$ cat config.mk
export PLATFORM = sky130hd
export DESIGN_NAME = clause_table_loader_flat
export DESIGN_NICKNAME = d
export VERILOG_FILES = /design/src/rtl/clause_table_loader_if.sv /design/src/rtl/clause_table_loader.sv /design/src/flat_wrapper.sv
export SDC_FILE = /design/constraint.sdc
export NUM_CORES = 1
export LEC_CHECK = 0
export CAP_MARGIN = 10
export CELL_PAD_IN_SITES_DETAIL_PLACEMENT = 1
export CELL_PAD_IN_SITES_GLOBAL_PLACEMENT = 1
export CORE_ASPECT_RATIO = 0.9
export CORE_MARGIN = 8
export CORE_UTILIZATION = 39
export CTS_CLUSTER_SIZE = 30
export DETAILED_ROUTE_END_ITERATION = 7
export PLACE_DENSITY_LB_ADDON = 0.1
export SLEW_MARGIN = 20
export SYNTH_ARGS = -nofsm -noshare
export SYNTH_HDL_FRONTEND = slang
export SYNTH_SLANG_ARGS = --single-unit
export TNS_END_PERCENT = 50
$ cat constraint.sdc
create_clock -name clk_i -period 2.3 [get_ports clk_i]
set_input_delay 0.23 -clock clk_i [delete_from_list [all_inputs] [get_ports clk_i]]
set_output_delay 0.23 -clock clk_i [all_outputs]
set_load 0.1 [all_outputs]
$ cat src/rtl/clause_table_loader_if.sv
// Beat stream into the clause table loader: master drives payload, slave returns ready.
// A beat transfers on any cycle where valid and ready are both high.
interface clause_table_loader_if #(
   parameter int DATA_WIDTH = 32
) ();
   logic                  valid;
   logic                  ready;
   logic                  last;
   logic [DATA_WIDTH-1:0] data;

   modport master (output valid, output data, output last, input ready);
   modport slave  (input valid, input data, input last, output ready);
endinterface

$ cat src/rtl/clause_table_loader.sv
// Packs BEATS stream beats into one clause table row and writes it; write strobe lands the cycle after
// a row's last beat. Stream is back-pressured (ready low) outside COLLECT, so BEATS+1 cycles per row at best.
module clause_table_loader #(
   parameter int CLAUSE_COUNT           = 20,
   parameter int DEPTH                  = 2048,
   parameter int VARIABLE_ADDRESS_WIDTH = 11,
   parameter int NSAT                   = 3,
   parameter int DATA_WIDTH             = 32,
   localparam int CT_WIDTH = (VARIABLE_ADDRESS_WIDTH + 1) * (NSAT - 1) * CLAUSE_COUNT,
   localparam int BEATS    = (CT_WIDTH + DATA_WIDTH - 1) / DATA_WIDTH
) (
   input  logic                              clk_i,
   input  logic                              rst_ni,
   input  logic                              start_i,
   input  logic [VARIABLE_ADDRESS_WIDTH-1:0] base_addr_i,
   input  logic [VARIABLE_ADDRESS_WIDTH:0]   row_count_i,
   clause_table_loader_if.slave              s,
   output logic                              axi_wr_en_o,
   output logic [VARIABLE_ADDRESS_WIDTH-1:0] axi_wr_addr_o,
   output logic [CT_WIDTH-1:0]               axi_wr_clauses_o,
   output logic                              busy_o,
   output logic                              done_o,
   output logic                              err_o
);
   localparam int VAW = VARIABLE_ADDRESS_WIDTH;
   localparam int BCW = (BEATS > 1) ? $clog2(BEATS) : 1;
   localparam logic [VAW:0] ROW_ONE = 1;

   if (DEPTH > (1 << VAW)) begin : g_depth_chk
      $error("clause table DEPTH exceeds the row address space");
   end

   typedef enum logic [1:0] {IDLE, COLLECT, WRITE, DONE} state_t;

   state_t                  state_q, state_d;
   logic [BCW-1:0]          beat_cnt_q;
   logic [VAW:0]            row_cnt_q;
   logic [VAW:0]            row_count_q;
   logic [VAW-1:0]          base_q;
   logic [BEATS*DATA_WIDTH-1:0] row_q;
   logic                    beat_acc;
   logic                    row_full;
   logic                    last_row;

   assign s.ready          = (state_q == COLLECT);
   assign busy_o           = (state_q != IDLE);
   assign axi_wr_clauses_o = row_q[CT_WIDTH-1:0];

   always_comb begin
      state_d  = state_q;
      beat_acc = s.valid && (state_q == COLLECT);
      row_full = (beat_cnt_q == BCW'(BEATS - 1));
      last_row = ((row_cnt_q + ROW_ONE) == row_count_q);
      case (state_q)
         IDLE: begin
            if (start_i) begin
               state_d = (row_count_i == '0) ? DONE : COLLECT;
            end
         end
         COLLECT: begin
            if (beat_acc && row_full) begin
               state_d = WRITE;
            end
         end
         WRITE:   state_d = last_row ? DONE : COLLECT;
         DONE:    state_d = IDLE;
         default: state_d = IDLE;
      endcase
   end

   always_ff @(posedge clk_i or negedge rst_ni) begin
      if (!rst_ni) begin
         state_q       <= IDLE;
         beat_cnt_q    <= '0;
         row_cnt_q     <= '0;
         row_count_q   <= '0;
         base_q        <= '0;
         row_q         <= '0;
         axi_wr_en_o   <= 1'b0;
         axi_wr_addr_o <= '0;
         done_o        <= 1'b0;
         err_o         <= 1'b0;
      end else begin
         state_q     <= state_d;
         axi_wr_en_o <= (state_d == WRITE);
         done_o      <= (state_d == DONE);
         case (state_q)
            IDLE: begin
               if (start_i) begin
                  base_q      <= base_addr_i;
                  row_count_q <= row_count_i;
                  err_o       <= 1'b0;
                  beat_cnt_q  <= '0;
                  row_cnt_q   <= '0;
               end
            end
            COLLECT: begin
               if (beat_acc) begin
                  for (int b = 0; b < BEATS; b++) begin
                     if (beat_cnt_q == BCW'(b)) begin
                        row_q[b*DATA_WIDTH +: DATA_WIDTH] <= s.data;
                     end
                  end
                  beat_cnt_q <= row_full ? '0 : beat_cnt_q + BCW'(1);
                  // last must coincide exactly with the final beat of the final row
                  if (s.last != (row_full && last_row)) begin
                     err_o <= 1'b1;
                  end
                  if (row_full) begin
                     axi_wr_addr_o <= base_q + row_cnt_q[VAW-1:0];
                  end
               end
            end
            WRITE:   row_cnt_q <= row_cnt_q + ROW_ONE;
            default: ;
         endcase
      end
   end
endmodule

$ cat src/flat_wrapper.sv
// flat-port wrapper written by rule: the top's interface ports become plain ports
module clause_table_loader_flat 
#(
   parameter int CLAUSE_COUNT           = 20,
   parameter int DEPTH                  = 2048,
   parameter int VARIABLE_ADDRESS_WIDTH = 11,
   parameter int NSAT                   = 3,
   parameter int DATA_WIDTH             = 32,
   localparam int CT_WIDTH = (VARIABLE_ADDRESS_WIDTH + 1) * (NSAT - 1) * CLAUSE_COUNT,
   localparam int BEATS    = (CT_WIDTH + DATA_WIDTH - 1) / DATA_WIDTH
)
  (clk_i, rst_ni, start_i, base_addr_i, row_count_i, axi_wr_en_o, axi_wr_addr_o, axi_wr_clauses_o, busy_o, done_o, err_o, s_valid, s_data, s_last, s_ready);
  clause_table_loader_if #(.DATA_WIDTH(DATA_WIDTH)) s_i ();
  input  logic clk_i;
  input  logic rst_ni;
  input  logic start_i;
  input  logic [VARIABLE_ADDRESS_WIDTH-1:0] base_addr_i;
  input  logic [VARIABLE_ADDRESS_WIDTH:0] row_count_i;
  output logic axi_wr_en_o;
  output logic [VARIABLE_ADDRESS_WIDTH-1:0] axi_wr_addr_o;
  output logic [CT_WIDTH-1:0] axi_wr_clauses_o;
  output logic busy_o;
  output logic done_o;
  output logic err_o;
  input wire logic [$bits(s_i.valid)-1:0] s_valid;
  input wire logic [$bits(s_i.data)-1:0] s_data;
  input wire logic [$bits(s_i.last)-1:0] s_last;
  output wire logic [$bits(s_i.ready)-1:0] s_ready;
  assign s_i.valid = s_valid;
  assign s_i.data = s_data;
  assign s_i.last = s_last;
  assign s_ready = s_i.ready;
  clause_table_loader #(.CLAUSE_COUNT(CLAUSE_COUNT), .DEPTH(DEPTH), .VARIABLE_ADDRESS_WIDTH(VARIABLE_ADDRESS_WIDTH), .NSAT(NSAT), .DATA_WIDTH(DATA_WIDTH)) u_core (.clk_i(clk_i), .rst_ni(rst_ni), .start_i(start_i), .base_addr_i(base_addr_i), .row_count_i(row_count_i), .s(s_i), .axi_wr_en_o(axi_wr_en_o), .axi_wr_addr_o(axi_wr_addr_o), .axi_wr_clauses_o(axi_wr_clauses_o), .busy_o(busy_o), .done_o(done_o), .err_o(err_o));
endmodule
==> results_dict.tcl, run 1 <==
set metrics [dict create \
    outcome "finished, final reports clean" \
    end_kind "register" \
    grt_setup_unrepaired "yes" \
    async_flop_share_pct 100 \
    path_cells "nand4_4 -> nand2b_4 -> nor4b_2 -> o2111ai_1 -> o311ai_2 -> and2_1" \
    worstSetupPathType "reg -> reg" \
    start_util_pct 39.6 \
    die_y_microns 236 \
    crit_path_start_kind "register" \
    setup_viol 0 \
    cap_violations 0 \
    ys_types 61 \
    gp_congestion 0.798 \
    fin_skew_ns 0.00932 \
    grt_usage_pct 23.7 \
    cts_buffer_depth 3 \
    cp.arrival_ns 2.71 \
    min_path_type "in -> async" \
    clk_latency_ns 0.60 \
    synth-main-ff-cell "dfrtp_1" \
    clk_pin_slew_ns 0.06 \
    vias 14300 \
    worstRegToRegCells 6 \
    dieWidth_microns 261 \
    drc 0 \
    synth_cells 1470 \
    clock-sinks 535 \
    cts_buffers 56 \
    dieArea_sq_um 61700 \
    drt_iter0_drc 577 \
    synth.cell_area_sq_um 21100 \
    post-route-period-util_pct 94.5 \
    grt_start_max_net_pins 61 \
    hpwl_microns 53900 \
    dr.pass1.iters 4 \
    wire_per_inst_microns 26.3 \
    worstMarginPinSlew_ns 0.874 \
    synth_enable_flop_cells 0 \
    ant_nets 0 \
    fmax_mhz 460 \
    slowest_stage "dfrtp_1" \
    crit_path_max_incr_delay_ns 0.59 \
    drive_above_1_share_pct 49.8 \
    startpoint "u_core.row_cnt_q[3]" \
    crit_end "u_core.done_o" \
    cts_root_buf "clkbuf_16" \
    core_area_sq_um 53200 \
    grt_pass1_vias 16100 \
    r2r-end "u_core.done_o" \
    reg2reg_slack_ns 0.13 \
    port_buffers 555 \
    grt_pass1_wl_microns 110000 \
    nNetsFinal 2144 \
    regArea_sq_um 13400 \
    hold_viol_final 0 \
    h-tree-depth 2 \
    fill_cells 5286 \
    core.rowCount 80 \
    postCtsSetupRepairBufs 0 \
    cts_tree "yes" \
    r2r_start "u_core.row_cnt_q[3]" \
    ys_ff_latch 535 \
    critPathMaxFanout 8 \
    drv_slew 0 \
    slew-limit-headroom_pct 41.6 \
    totalWireLength_microns 74100 \
    syn_avg_cell_area_sq_um 14.3 \
    multi_input_comb_area_sq_um 7270 \
    synthToLayoutAreaGrowth_pct 36.2 \
    syn-num-nets 1542 \
    yosysWarnings 0 \
    io_pins 556 \
    antenna_found_initial 3 \
    overflow 0 \
    fin_crit_ns 2.17 \
    synth-seq-area-share_pct 63.6 \
    required_ns 2.83 \
    vias_per_cell 5.07 \
    tns_ns 0 \
]
## cells by family after synthesis
| logic type | share of synthesized area, % |
|---|---|
| xor+xnor | 1.12 |
| simple gates | 5.87 |
| fa+ha+maj | 0.749 |
| buf+inv | 2.56 |
| mux | 24.2 |
| compound gates | 1.96 |
| flops | 63.6 |
## timing repair
action / CTS / global route
hold buffers: 1 / 0
resized for setup: 0 / 5
endpoints found under the setup margin: 0 / 7
hold endpoints to repair: 279 / 0
## flip-flops by register name (all words and copies together) (netlist names)
register and cells:
u_core.axi_wr_clauses_o 480, u_core.row_cnt_q 12, u_core.row_count_q 12, u_core.axi_wr_addr_o 11, u_core.base_q 11, u_core.beat_cnt_q 4
u_core.state_q 2, u_core.axi_wr_en_o 1, u_core.done_o 1, u_core.err_o 1
## how the worst min path moves through the flow
stage	from	endpoint	slack, ns	depth (start not counted)
final	rst_ni	u_core.axi_wr_clauses_o[375]	0.13	2
after global routing	rst_ni	u_core.axi_wr_clauses_o[375]	0.14	2
after CTS	rst_ni	u_core.axi_wr_clauses_o[375]	0.11	2
after detailed placement	rst_ni	u_core.axi_wr_clauses_o[375]	0.18	1
after global placement	rst_ni	u_core.axi_wr_clauses_o[375]	0.17	1
after floorplan	rst_ni	u_core.axi_wr_addr_o[0]	-0.07	0
## Yosys cell counts (all sizes together), types with 7 or more instances
library cell | instances | area share (%)
inv | 7 | 0.12
a22o | 10 | 0.42
dfrtp | 535 | 64
ha | 11 | 0.65
mux2 | 450 | 24
buf | 51 | 1.5
o21ai | 22 | 0.52
nand3 | 12 | 0.29
nand2 | 201 | 3.6
nor3 | 10 | 0.26
clkbuf | 49 | 0.92
nor2 | 21 | 0.40
xor2 | 15 | 0.62
xnor2 | 12 | 0.50
## cell type report
cell class	count	share of cell area, %
clock inverter	14	0.497
tap	697	3.04
clock buffer	89	5.77
multi-input combinational	828	25.3
antenna	1	0.00872
inverter	7	0.0916
sequential	535	46.7
timing repair buffer	644	18.6
## through the flow
stage / util [%] / cell area, sq um / hold slack, ns / setup WS [ns] / std cells
finish: 54.0 / 28700 / 0.135 / 0.127 / 2815
global route: 54.0 / 28700 / 0.141 / -0.0383 / 2815
CTS: 53.9 / 28700 / 0.109 / 0.0471 / 2814
detailed placement: 50.5 / 26900 / 0.178 / 0.0484 / 2710
global placement: 50.5 / 26900 / 0.173 / 0.0714 / 2710
floorplan: - / 21100 / -0.0656 / -0.0863 / 1470
## routing by layer
metal	global-route usage, %	wire, microns
met5	0	13
met2	40.1	36800
met1	28.4	29300
met3	7.32	5470
met4	8.17	2510
## cell usage in the layout (no fill, tap or decap), drive strengths merged, types with 5 or more instances in the layout
cell,Yosys,routed
buf,51,585
clkdlybuf4s50,0,58
nor2,21,21
o31ai,5,5
ha,11,11
xnor2,12,12
clkinv,0,8
inv,7,8
nor2b,5,5
nand2b,5,5
o21ai,22,22
nor3,10,10
mux2,450,450
dfrtp,535,535
clkbuf,49,89
nand3,12,12
nand2,201,201
xor2,15,15
a22o,10,10
nor4,5,5
## critical path: cells and delay by family (launching register included)
family           cells  cell delay (ns)
flip-flops           1             0.59
AO/OA/AOI/OAI        2             0.59
AND/OR/NAND/NOR      4             0.92
Power of run 1 is left out: the tool's default activity adds up to more than one toggle a clock period on the data nets, which glitch-free logic cannot reach.
==> run 2, diff against run 1 <==
Settings changed: GPL_TIMING_DRIVEN set to 0.
==> run 2 against run 1 <==
Sequential share of layout area down 0.71 points. Critical endpoint is now u_core.axi_wr_addr_o[9]. Via count about the same. Clock skew increased by 0.030 ns. Hold slack better by 0.043 ns. Critical path type unchanged.
==> results_dict.tcl, run 2 (synthesized netlist as in run 1, its figures left out) <==
set metrics [dict create \
    outcome "finished, final reports clean" \
    overflow 0 \
    antenna_found_initial 2 \
    place_ws_ns -0.640 \
    cp.arrival_ns 2.72 \
    largest_reg_flops 480 \
    synthToLayoutAreaGrowth_pct 38.3 \
    io_pins 556 \
    drc 0 \
    start_util_pct 39.6 \
    critPathMaxFanout 5 \
    die_y_microns 236 \
    grt_usage_pct 23.4 \
    drive_above_1_share_pct 25.9 \
    fmax_mhz 440 \
    setup_viol 0 \
    nNetsFinal 2168 \
    h-tree-depth 2 \
    clk_latency_ns 0.61 \
    drv_slew 0 \
    vias_per_cell 5.03 \
    worstSetupPathType "reg -> reg" \
    drt_iter0_drc 583 \
    hold_viol_final 0 \
    grt_start_max_net_pins 100 \
    clk_pin_slew_ns 0.06 \
    port_buffers 555 \
    dr.pass1.iters 4 \
    grt_setup_unrepaired "yes" \
    required_ns 2.75 \
    mostFrequentLayoutCell "dfrtp_1" \
    grt_pass1_vias 16000 \
    grt_pass1_wl_microns 109000 \
    cts_root_buf "clkbuf_16" \
    cts_tree "yes" \
    hpwl_microns 54000 \
    fin_skew_ns 0.0392 \
    cap_violations 0 \
    post-route-period-util_pct 98.8 \
    cts_buffers 57 \
    holdWs_ns 0.177 \
    dieWidth_microns 261 \
    layout_setup_ws_ns 0.0282 \
    cts_buffer_depth 3 \
    end_kind "register" \
    ant_nets 0 \
    mostFrequentLayoutCells "534 x dfrtp_1, 490 x dlygate4sd2_1, 343 x mux2_2" \
    core.rowCount 80 \
    core_area_sq_um 53200 \
    worstMarginPinSlew_ns 1.13 \
    crit_path_start_kind "register" \
    wire_per_inst_microns 25.6 \
    totalWireLength_microns 72700 \
    min_path_type "in -> reg" \
    slew-limit-headroom_pct 25.0 \
    gp_congestion 0.792 \
    dieArea_sq_um 61700 \
    fin_crit_ns 2.27 \
    vias 14300 \
    clock-sinks 535 \
]
run 2: final timing paths:
| path | from | to | slack [ns] | cells past startpoint |
|---|---|---|---|---|
| worst min register to register | u_core.axi_wr_clauses_o[467] | u_core.axi_wr_clauses_o[467] | 0.47 | 2 |
| worst max register to register | u_core.row_cnt_q[1] | u_core.axi_wr_addr_o[9] | 0.03 | 8 |
| worst min-delay path | base_addr_i[6] | u_core.base_q[6] | 0.18 | 3 |
| min in group asynchronous | rst_ni | u_core.axi_wr_clauses_o[26] | 0.22 | 2 |
| max in group asynchronous | rst_ni | u_core.axi_wr_clauses_o[240] | 0.60 | 4 |
| worst max-delay path | u_core.row_cnt_q[1] | u_core.axi_wr_addr_o[9] | 0.03 | 8 |
run 2: metrics by stage:
stage	util, %	instances	cell area [sq um]	setup TNS [ns]
2_1_floorplan	-	1470	21100	-13.48
3_3_place_gp	51.8	2722	27600	-
3_5_place_dp	52.1	2727	27700	-99.91
4_1_cts	54.6	2834	29000	-10.57
5_1_grt	54.8	2838	29100	-0.683
6_report	54.8	2840	29100	0
run 2: final cells by class:
cell class | instances | area (sq um)
Fill cell | 5381 | 24000
Sequential cell | 535 | 13400
Multi-Input combinational cell | 828 | 7270
Timing Repair Buffer | 568 | 5140
Clock buffer | 81 | 1660
Tap cell | 697 | 872
Buffer | 99 | 561
Clock inverter | 22 | 201
Inverter | 7 | 26.3
Antenna cell | 3 | 7.51
run 2: routing by layer:
layer	track usage [%]	vias up	part of all wire (%)
met5	0	-	0
met4	9.21	0	4.0
met3	7.65	131	7.8
met2	39.4	386	49
met1	27.6	7450	39
li1	-	6309	-
run 2: what timing repair did:
action                     CTS  global route
setup buffers                3             4
hold endpoints to repair    89             0
resized for setup          513            32
gates cloned                 0             0
pin swaps                    6             6
hold buffers                 1             0
setup endpoints to repair  668           283
run 2: critical path, stage by stage (launching register included):
cell	delay, ns
dfrtp_1	0.43
ha_1	0.30
a21o_1	0.20
a21oi_2	0.17
o21ai_1	0.10
a2111o_1	0.41
a31oi_2	0.22
xor2_1	0.22
o21ai_1	0.08
Power of run 2 is left out for the same reason.
==> run 3, diff against run 2 <==
Settings changed: REMOVE_ABC_BUFFERS set to 1.
==> run 3 against run 2 <==
Final cell count fell by 2.1%. Via count fell by 0.24%. Sequential cell count unchanged. Clock skew decreased by 0.024 ns. First-iteration DRC count shrank 7.4%. Cell area up 1.0%. Critical path type unchanged. Highest routed layer unchanged.
==> results_dict.tcl, run 3 (synthesized netlist as in run 1, its figures left out) <==
set metrics [dict create \
    final_cells 2781 \
    slew-limit-headroom_pct 23.2 \
    largest_reg_flops 480 \
    setup_viol 0 \
    fin_skew_ns 0.0149 \
    core.rowCount 80 \
    cts_buffers 57 \
    grt_pass1_wl_microns 112000 \
    placed_area_sq_um 27700 \
    totalWireLength_microns 76600 \
    dr.pass1.iters 6 \
    fmax_mhz 447 \
    dieWidth_microns 261 \
    startpoint "u_core.beat_cnt_q[2]" \
    clk_pin_slew_ns 0.06 \
    cap_violations 0 \
    hpwl_microns 53800 \
    cts_buffer_depth 3 \
    h-tree-depth 2 \
    clock-sinks 535 \
    drive_above_1_share_pct 26.8 \
    cp.buffers_inverters 0 \
    grt_usage_pct 24.4 \
    min_path_type "in -> async" \
    clk_latency_ns 0.61 \
    fin_crit_ns 2.24 \
    nNetsFinal 2111 \
    worstMarginPinSlew_ns 1.16 \
    worstRegToRegCells 3 \
    critical_path_depth 3 \
    hold_viol_final 0 \
    slowest_stage "or4_4" \
    worstSetupPathType "reg -> reg" \
    die_y_microns 236 \
    required_ns 2.78 \
    critPathMaxFanout 16 \
    ant_nets 0 \
    antenna_found_initial 1 \
    cts_root_buf "clkbuf_16" \
    crit_path_max_incr_delay_ns 0.84 \
    crit_end "u_core.axi_wr_clauses_o[258]" \
    place_ws_ns -0.822 \
    end_kind "register" \
    outcome "finished, final reports clean" \
    drc 0 \
    crit_path_start_kind "register" \
    io_pins 556 \
    post-route-period-util_pct 97.3 \
    dieArea_sq_um 61700 \
    core_area_sq_um 53200 \
    vias_per_cell 5.12 \
    reg2reg_slack_ns 0.06 \
    layout_setup_ws_ns 0.0620 \
    gp_congestion 0.766 \
    port_buffers 555 \
    finalInstanceArea_sq_um 29400 \
    vias 14200 \
    mostFrequentLayoutCell "dfrtp_1" \
    start_util_pct 39.6 \
    path_cells "nand2b_1 -> or4_4 -> mux2_1" \
    cp_top_family "simple AND/OR/NAND/NOR gates" \
    grt_start_max_net_pins 99 \
    wire_per_inst_microns 27.6 \
    drt_iter0_drc 540 \
    cp.arrival_ns 2.72 \
    holdWs_ns 0.153 \
    mostFrequentLayoutCells "526 x dfrtp_1, 493 x dlygate4sd2_1, 352 x mux2_2" \
    cts_tree "yes" \
    dp_cells 2650 \
    r2r_start "u_core.beat_cnt_q[2]" \
    synthToLayoutAreaGrowth_pct 39.8 \
    r2r-end "u_core.axi_wr_clauses_o[258]" \
    overflow 0 \
    drv_slew 0 \
    grt_pass1_vias 15800 \
]
run 3: what timing repair did:
action | CTS | global route
pin swaps | 10 | 10
gates resized for setup | 521 | 18
hold buffers | 1 | 0
endpoints found under the hold margin | 133 | 0
cloned | 1 | 1
setup buffers | 15 | 9
endpoints found under the setup margin | 968 | 246
run 3: worst min path at each step:
stage	start	endpoint	depth (start not counted)
floorplan	rst_ni	u_core.axi_wr_addr_o[0]	0
global placement	u_core.axi_wr_clauses_o[455]	u_core.axi_wr_clauses_o[455]	2
detailed placement	rst_ni	u_core.axi_wr_clauses_o[57]	1
CTS	rst_ni	u_core.axi_wr_clauses_o[120]	2
global route	base_addr_i[5]	u_core.base_q[5]	3
finish	rst_ni	u_core.axi_wr_clauses_o[57]	2
run 3: per-stage QoR:
stage / setup TNS [ns] / utilization, %
floorplan: -383.75 / -
global placement: - / 50.7
detailed placement: -205.62 / 52.2
CTS: -1.41 / 55.1
global route: -0.0133 / 55.4
finish: 0 / 55.4
run 3: area by class of cell:
type,count,area [sq um]
timing repair buffer,608,5790
tap,697,872
clock buffer,80,1630
inverter,7,33.8
clock inverter,23,335
multi-input combinational,830,7360
antenna,1,2.50
fill,5249,23700
sequential,535,13400
run 3: per-layer routing:
layer	GRT usage [%]	vias to the layer above	share of wire [%]
met3	9.03	114	8.8
met4	8.29	0	3.5
met1	28.4	7505	39
met5	0	-	0
li1	-	6218	-
met2	41.1	405	49
Power of run 3 is left out for the same reason.
